### src/rtl/frame_sync_if.sv
// rtl/frame_sync_if.sv - bit-in / word-out stream bundle for the frame synchronizer
interface frame_sync_if;
    logic        in_valid;
    logic        in_data;
    logic        in_ready;
    logic        out_valid;
    logic [31:0] out_data;
    logic        out_ready;

    modport slave (
        input  in_valid, in_data, out_ready,
        output in_ready, out_valid, out_data
    );

    modport master (
        output in_valid, in_data, out_ready,
        input  in_ready, out_valid, out_data
    );
endinterface

### src/rtl/frame_sync.sv
// rtl/frame_sync.sv - 102-bit frame aligner, deframer and 32-bit payload repacker
module frame_sync #(
    parameter int CONFIRM_CNT = 2,
    parameter int LOSS_CNT    = 3,
    parameter int FIFO_DEPTH  = 4
) (
    input  logic         clk,
    input  logic         rst_n,
    frame_sync_if.slave  s,
    output logic         locked,
    output logic         overflow
);
    localparam int            AW       = $clog2(FIFO_DEPTH);
    localparam logic [2:0]    CONF_W   = 3'(CONFIRM_CNT);
    localparam logic [2:0]    LOSS_W   = 3'(LOSS_CNT);
    localparam logic [AW:0]   FULL_CNT = (AW + 1)'(FIFO_DEPTH);

    typedef enum logic [1:0] {HUNT, VERIFY, LOCKED} state_t;

    state_t        state_q, state_d;
    logic [5:0]    hdr_q, hdr_d;
    logic [6:0]    bit_cnt_q, bit_cnt_d;
    logic [2:0]    good_q, good_d;
    logic [2:0]    miss_q, miss_d;
    logic          data_q, data_d;
    logic [30:0]   word_q, word_d;
    logic          in_ready_q;
    logic          locked_q;
    logic          ovf_q;
    logic          push;
    logic [31:0]   push_word;

    logic [31:0]   mem_q [FIFO_DEPTH];
    logic [AW-1:0] wr_q, rd_q;
    logic [AW:0]   cnt_q;

    logic          accept;
    logic [5:0]    win;
    logic          win_zero, win_one;
    logic [6:0]    bit_nxt;
    logic          pop, full, can_push;

    assign accept    = s.in_valid && in_ready_q;
    assign win       = {hdr_q[4:0], s.in_data};
    assign win_zero  = (win == 6'b000000);
    assign win_one   = (win == 6'b111111);
    assign bit_nxt   = (bit_cnt_q == 7'd101) ? 7'd0 : bit_cnt_q + 7'd1;
    assign push_word = {word_q, s.in_data};

    assign pop       = (cnt_q != '0) && s.out_ready;
    assign full      = (cnt_q == FULL_CNT);
    assign can_push  = push && (!full || pop);

    assign s.in_ready  = in_ready_q;
    assign s.out_valid = (cnt_q != '0);
    assign s.out_data  = mem_q[rd_q];
    assign locked      = locked_q;
    assign overflow    = ovf_q;

    // Alignment search/confirm/hold decisions and payload packing, all gated on an accepted bit
    always_comb begin
        state_d   = state_q;
        hdr_d     = hdr_q;
        bit_cnt_d = bit_cnt_q;
        good_d    = good_q;
        miss_d    = miss_q;
        data_d    = data_q;
        word_d    = word_q;
        push      = 1'b0;
        if (accept) begin
            hdr_d = win;
            case (state_q)
                HUNT: begin
                    if (win_zero || win_one) begin
                        bit_cnt_d = 7'd6;
                        good_d    = 3'd1;
                        if (CONFIRM_CNT == 1) begin
                            state_d = LOCKED;
                            data_d  = win_zero;
                            miss_d  = 3'd0;
                        end else begin
                            state_d = VERIFY;
                        end
                    end
                end
                VERIFY: begin
                    bit_cnt_d = bit_nxt;
                    if (bit_cnt_q == 7'd5) begin
                        if (win_zero || win_one) begin
                            good_d = good_q + 3'd1;
                            if (good_q + 3'd1 == CONF_W) begin
                                // The confirming frame is itself handled as a locked frame
                                state_d = LOCKED;
                                data_d  = win_zero;
                                miss_d  = 3'd0;
                            end
                        end else begin
                            state_d   = HUNT;
                            good_d    = 3'd0;
                            bit_cnt_d = 7'd0;
                        end
                    end
                end
                LOCKED: begin
                    bit_cnt_d = bit_nxt;
                    if (bit_cnt_q == 7'd5) begin
                        if (win_zero || win_one) begin
                            miss_d = 3'd0;
                            data_d = win_zero;
                        end else begin
                            data_d = 1'b0;
                            if (miss_q + 3'd1 == LOSS_W) begin
                                state_d   = HUNT;
                                miss_d    = 3'd0;
                                good_d    = 3'd0;
                                bit_cnt_d = 7'd0;
                            end else begin
                                miss_d = miss_q + 3'd1;
                            end
                        end
                    end else if (data_q && bit_cnt_q >= 7'd6) begin
                        word_d = {word_q[29:0], s.in_data};
                        if (bit_cnt_q == 7'd37 || bit_cnt_q == 7'd69 || bit_cnt_q == 7'd101)
                            push = 1'b1;
                    end
                end
                default: state_d = HUNT;
            endcase
        end
    end

    // Framing state registers
    always_ff @(posedge clk or negedge rst_n) begin
        if (!rst_n) begin
            state_q    <= HUNT;
            hdr_q      <= '0;
            bit_cnt_q  <= '0;
            good_q     <= '0;
            miss_q     <= '0;
            data_q     <= 1'b0;
            word_q     <= '0;
            in_ready_q <= 1'b0;
            locked_q   <= 1'b0;
        end else begin
            state_q    <= state_d;
            hdr_q      <= hdr_d;
            bit_cnt_q  <= bit_cnt_d;
            good_q     <= good_d;
            miss_q     <= miss_d;
            data_q     <= data_d;
            word_q     <= word_d;
            in_ready_q <= 1'b1;
            locked_q   <= (state_d == LOCKED);
        end
    end

    // Output word buffer; a pop in the same cycle frees room for a push into a full buffer
    always_ff @(posedge clk or negedge rst_n) begin
        if (!rst_n) begin
            wr_q  <= '0;
            rd_q  <= '0;
            cnt_q <= '0;
            ovf_q <= 1'b0;
            for (int i = 0; i < FIFO_DEPTH; i++) mem_q[i] <= '0;
        end else begin
            ovf_q <= push && !can_push;
            if (can_push) begin
                mem_q[wr_q] <= push_word;
                wr_q        <= wr_q + 1'b1;
            end
            if (pop) rd_q <= rd_q + 1'b1;
            if (can_push && !pop)      cnt_q <= cnt_q + 1'b1;
            else if (!can_push && pop) cnt_q <= cnt_q - 1'b1;
        end
    end
endmodule

### src/flat_wrapper.sv
// flat-port wrapper written by rule: the top's interface ports become plain ports
module frame_sync_flat 
#(
    parameter int CONFIRM_CNT = 2,
    parameter int LOSS_CNT    = 3,
    parameter int FIFO_DEPTH  = 4
)
  (clk, rst_n, locked, overflow, s_in_valid, s_in_data, s_out_ready, s_in_ready, s_out_valid, s_out_data);
  frame_sync_if s_i ();
  input  logic clk;
  input  logic rst_n;
  output logic locked;
  output logic overflow;
  input wire logic [$bits(s_i.in_valid)-1:0] s_in_valid;
  input wire logic [$bits(s_i.in_data)-1:0] s_in_data;
  input wire logic [$bits(s_i.out_ready)-1:0] s_out_ready;
  output wire logic [$bits(s_i.in_ready)-1:0] s_in_ready;
  output wire logic [$bits(s_i.out_valid)-1:0] s_out_valid;
  output wire logic [$bits(s_i.out_data)-1:0] s_out_data;
  assign s_i.in_valid = s_in_valid;
  assign s_i.in_data = s_in_data;
  assign s_i.out_ready = s_out_ready;
  assign s_in_ready = s_i.in_ready;
  assign s_out_valid = s_i.out_valid;
  assign s_out_data = s_i.out_data;
  frame_sync #(.CONFIRM_CNT(CONFIRM_CNT), .LOSS_CNT(LOSS_CNT), .FIFO_DEPTH(FIFO_DEPTH)) u_core (.clk(clk), .rst_n(rst_n), .s(s_i), .locked(locked), .overflow(overflow));
endmodule
### config.mk
export PLATFORM = sky130hd
export DESIGN_NAME = frame_sync_flat
export DESIGN_NICKNAME = d
export VERILOG_FILES = /design/src/rtl/frame_sync_if.sv /design/src/rtl/frame_sync.sv /design/src/flat_wrapper.sv
export SDC_FILE = /design/constraint.sdc
export NUM_CORES = 1
export LEC_CHECK = 0
export ABC_CLOCK_PERIOD_IN_PS = 4400
export CORE_MARGIN = 4
export CORE_UTILIZATION = 59
export CTS_CLUSTER_DIAMETER = 60
export DETAILED_ROUTE_END_ITERATION = 12
export HOLD_SLACK_MARGIN = 0.1
export PLACE_DENSITY = 0.79
export RECOVER_POWER = 25
export SYNTH_ARGS = -nofsm -noshare
export SYNTH_HDL_FRONTEND = slang
export SYNTH_SLANG_ARGS = --single-unit
### constraint.sdc
create_clock -name clk -period 4.4 [get_ports clk]
set_clock_uncertainty 0.2 [all_clocks]
set_input_delay 0.88 -clock clk [delete_from_list [all_inputs] [get_ports clk]]
set_output_delay 0.88 -clock clk [all_outputs]
set_load 0.1 [all_outputs]
==> results.py <==
metrics = {
    "synthesis": {
        "syn-num-nets": 580,
        "ys_warn_count": 0,
        "synth_compound_area_share_pct": 3.50,
        "synth_area_um2": 8500,
        "yosys-top-cells-area": "dfrtp_1 (56%), mux2_2 (22%), mux4_2 (8.5%)",
        "synth.mux.area_fraction_pct": 30.9,
        "syn_area_per_cell_um2": 15.2,
        "synthSimpleGateAreaFrac_pct": 4.31,
        "synth.largest_area_cell": "dfrtp_1",
        "synth_fa_ha_area_share_pct": 2.59,
        "netlist_instances": 558,
        "synth_edf_count": 0,
        "synthArstFlopShare_pct": 100,
        "synth_top_area_share_pct": 55.9,
        "ys_types": 53,
        "synthXorXnorAreaFrac_pct": 0.824,
        "synth_seq_area_share_pct": 55.9,
        "synth_top_family_by_area": "multiplexers",
        "synthFlopType": "dfrtp_1",
        "ys_seq_elements": 190,
    },
    "timing": {
        "tightestPinTransition_ns": 2.95,
        "min_period_ns": 3.74,
        "maxSlewHeadroom_pct": -96.4,
        "rsz0062_at_grt": "no",
        "slew_viol_final": 121,
        "finalSetupTns_ns": 0,
        "fmax_mhz": 267,
        "hold_slack_ns": 0.299,
        "min_period_over_period_pct": 85.1,
        "setup_viol": 0,
        "finalHoldViolCount": 0,
    },
    "die": {
        "dieWidth_um": 128,
        "start_util_pct": 60.8,
        "core_um2": 14000,
        "die_h_um": 128,
        "ios": 41,
        "fp.dieArea_um2": 16400,
        "rows": 43,
    },
    "final_layout": {
        "nets": 621,
        "syn_to_final_growth_pct": 13.0,
        "seq_area_um2": 4750,
        "antenna_cells": 0,
        "fillCellCount": 973,
        "multi_input_area_um2": 3580,
        "drive_gt1_share_pct": 47.2,
        "design_area_um2": 9610,
        "fin_cells": 792,
    },
    "pwr": {
        "p_per_area_nw_per_um2": 383,
        "vdd_drop_max_uv": 281,
        "power.leakage_nw": 4.75,
        "finalPower_w": 0.00368,
    },
    "hold_path": {
        "hold_class": "flop to flop",
    },
    "cts": {
        "clk_latency_ns": 0.43,
        "cts_sinks": 190,
        "root_buffer": "clkbuf_16",
        "cts_buffers": 17,
        "cts_hold_buf": 0,
        "cts_setup_buffers": 0,
        "cts_resized": 0,
        "cts_tree": "done",
        "clk_path_buf_depth": 2,
        "cts_max_level": 4,
        "clk_pin_slew_ns": 0.07,
    },
    "job": {
        "cap_viol_max_count": 1,
    },
    "detailed_routing": {
        "ant_nets": 0,
        "drt_iter0_drc": 293,
        "wirelength_um": 15700,
        "wl_per_cell_um": 19.8,
        "first_pass_iters": 6,
        "vias_per_cell": 5.97,
        "drc": 0,
        "vias": 4726,
    },
    "outcome": {
        "violations": "capacitance limit, slew limit",
        "status": "finished, violations left",
    },
    "placement": {
        "place_inst": 760,
        "placed_area_um2": 9020,
        "dp_hpwl_um": 9730,
        "place.port_buffers": 40,
        "place.gp.congestion": 0.813,
    },
    "critical_path": {
        "r2r_slack_ns": 1.51,
        "critPathMaxFanout": 18,
        "worstPathRequired_ns": 3.32,
        "path_class": "flop to output pin",
        "startpoint_type": "flop",
        "arrival_ns": 2.66,
        "endpoint_kind": "output pin",
    },
    "grt": {
        "grt_pass1_wl_um": 26800,
        "overflow": 0,
        "track_usage_pct": 21.0,
        "grt_pass1_vias": 5259,
        "antenna_found_initial": 0,
        "grt_max_degree": 122,
    },
}
-- power by group --
part	total, W	switching, W	internal [W]
registers	0.00185	0.0000523	0.00179
clock network	0.00155	0.000628	0.000921
logic	0.000283	0.000176	0.000107
total	0.00368	0.000856	0.00282
-- kinds of logic (layout without fill, tap and decap cells) --
family / after synthesis / count (layout)
compound gates: 38 / 38
xor+xnor: 8 / 8
fa+ha+maj: 17 / 17
buf+inv: 40 / 94
flops: 190 / 190
mux: 201 / 201
other cells: 1 / 1
simple gates: 63 / 63
-- worst max-delay path, stage by stage, from the launching register on --
cell	delay, ns
dfrtp_1	1.10
buf_12	0.29
mux4_2	0.56
buf_4	0.26
-- layout make-up --
| class | count | area share [%] |
|---|---|---|
| inverters | 14 | 0.547 |
| repair buffers | 48 | 4.16 |
| clock buffers | 21 | 4.79 |
| clock inverters | 11 | 1.44 |
| well taps | 180 | 2.34 |
| multi-input cells | 328 | 37.3 |
| flip-flops and latches | 190 | 49.5 |
-- cell usage after synthesis, types with 2 or more instances --
library cell / instances
buf_2: 14
xor2_1: 2
mux2_2: 169
inv_1: 14
clkbuf_1: 6
or4_4: 2
ha_1: 16
mux4_2: 32
dfrtp_1: 190
a22o_1: 2
and2_2: 4
a21boi_1: 2
o31ai_1: 5
nor3_1: 3
and3_1: 2
nor2_1: 11
nand3b_1: 2
nand2_1: 16
and2_1: 2
o21ai_0: 6
nand3_1: 6
buf_1: 6
xnor2_1: 6
a21oi_1: 6
a31oi_1: 6
-- cells in the final DEF (no fill, tap or decap), types with 6 or more instances in the layout --
master / Yosys / routed
dfrtp_1: 190 / 190
mux2_2: 169 / 169
buf_4: 0 / 38
mux4_2: 32 / 32
clkbuf_16: 0 / 17
nand2_1: 16 / 16
ha_1: 16 / 16
inv_1: 14 / 14
nor2_1: 11 / 11
clkdlybuf4s50_1: 0 / 7
xnor2_1: 6 / 6
a21oi_1: 6 / 6
o21ai_0: 6 / 6
a31oi_1: 6 / 6
nand3_1: 6 / 6
-- through the flow --
stage / util, % / setup WS [ns]
finish: 68.7 / 0.656
global route: 68.7 / 0.440
CTS: 68.8 / 0.932
detailed placement: 64.5 / 0.904
global placement: 64.5 / 1.01
floorplan: - / 1.30
-- metal layers --
metal / global-route usage, % / wire length [µm]
met2: 35.1 / 8160
met3: 4.79 / 541
met4: 6.55 / 195
met5: 0 / 0
met1: 27.7 / 6780
-- sequential cells by signal, indices dropped and copies added (netlist names) --
name,count
u_core.bit_cnt_q,7
u_core.cnt_q,3
u_core.data_q,1
u_core.good_q,3
u_core.hdr_q,5
u_core.locked,1
u_core.mem_q,128
u_core.miss_q,3
u_core.overflow,1
u_core.rd_q,2
u_core.s.in_ready,1
u_core.state_q,2
u_core.word_q,31
u_core.wr_q,2
-- path summary, 6_finish.rpt --
kind | cells past startpoint | endpoint | start
setup / recovery | 3 | s_out_data[0] | u_core.rd_q[0]$_DFFE_PN0P_
hold / removal | 1 | u_core.mem_q[61]$_DFFE_PN0P_ | u_core.mem_q[61]$_DFFE_PN0P_
setup reg to reg | 11 | u_core.cnt_q[2]$_DFFE_PN0P_ | u_core.state_q[0]$_DFF_PN0_
hold reg to reg | 1 | u_core.mem_q[61]$_DFFE_PN0P_ | u_core.mem_q[61]$_DFFE_PN0P_
max in group asynchronous | 1 | u_core.miss_q[1]$_DFFE_PN0P_ | rst_n
min in group asynchronous | 1 | u_core.mem_q[48]$_DFFE_PN0P_ | rst_n
Note: power is estimated with default switching activity, not from simulation.
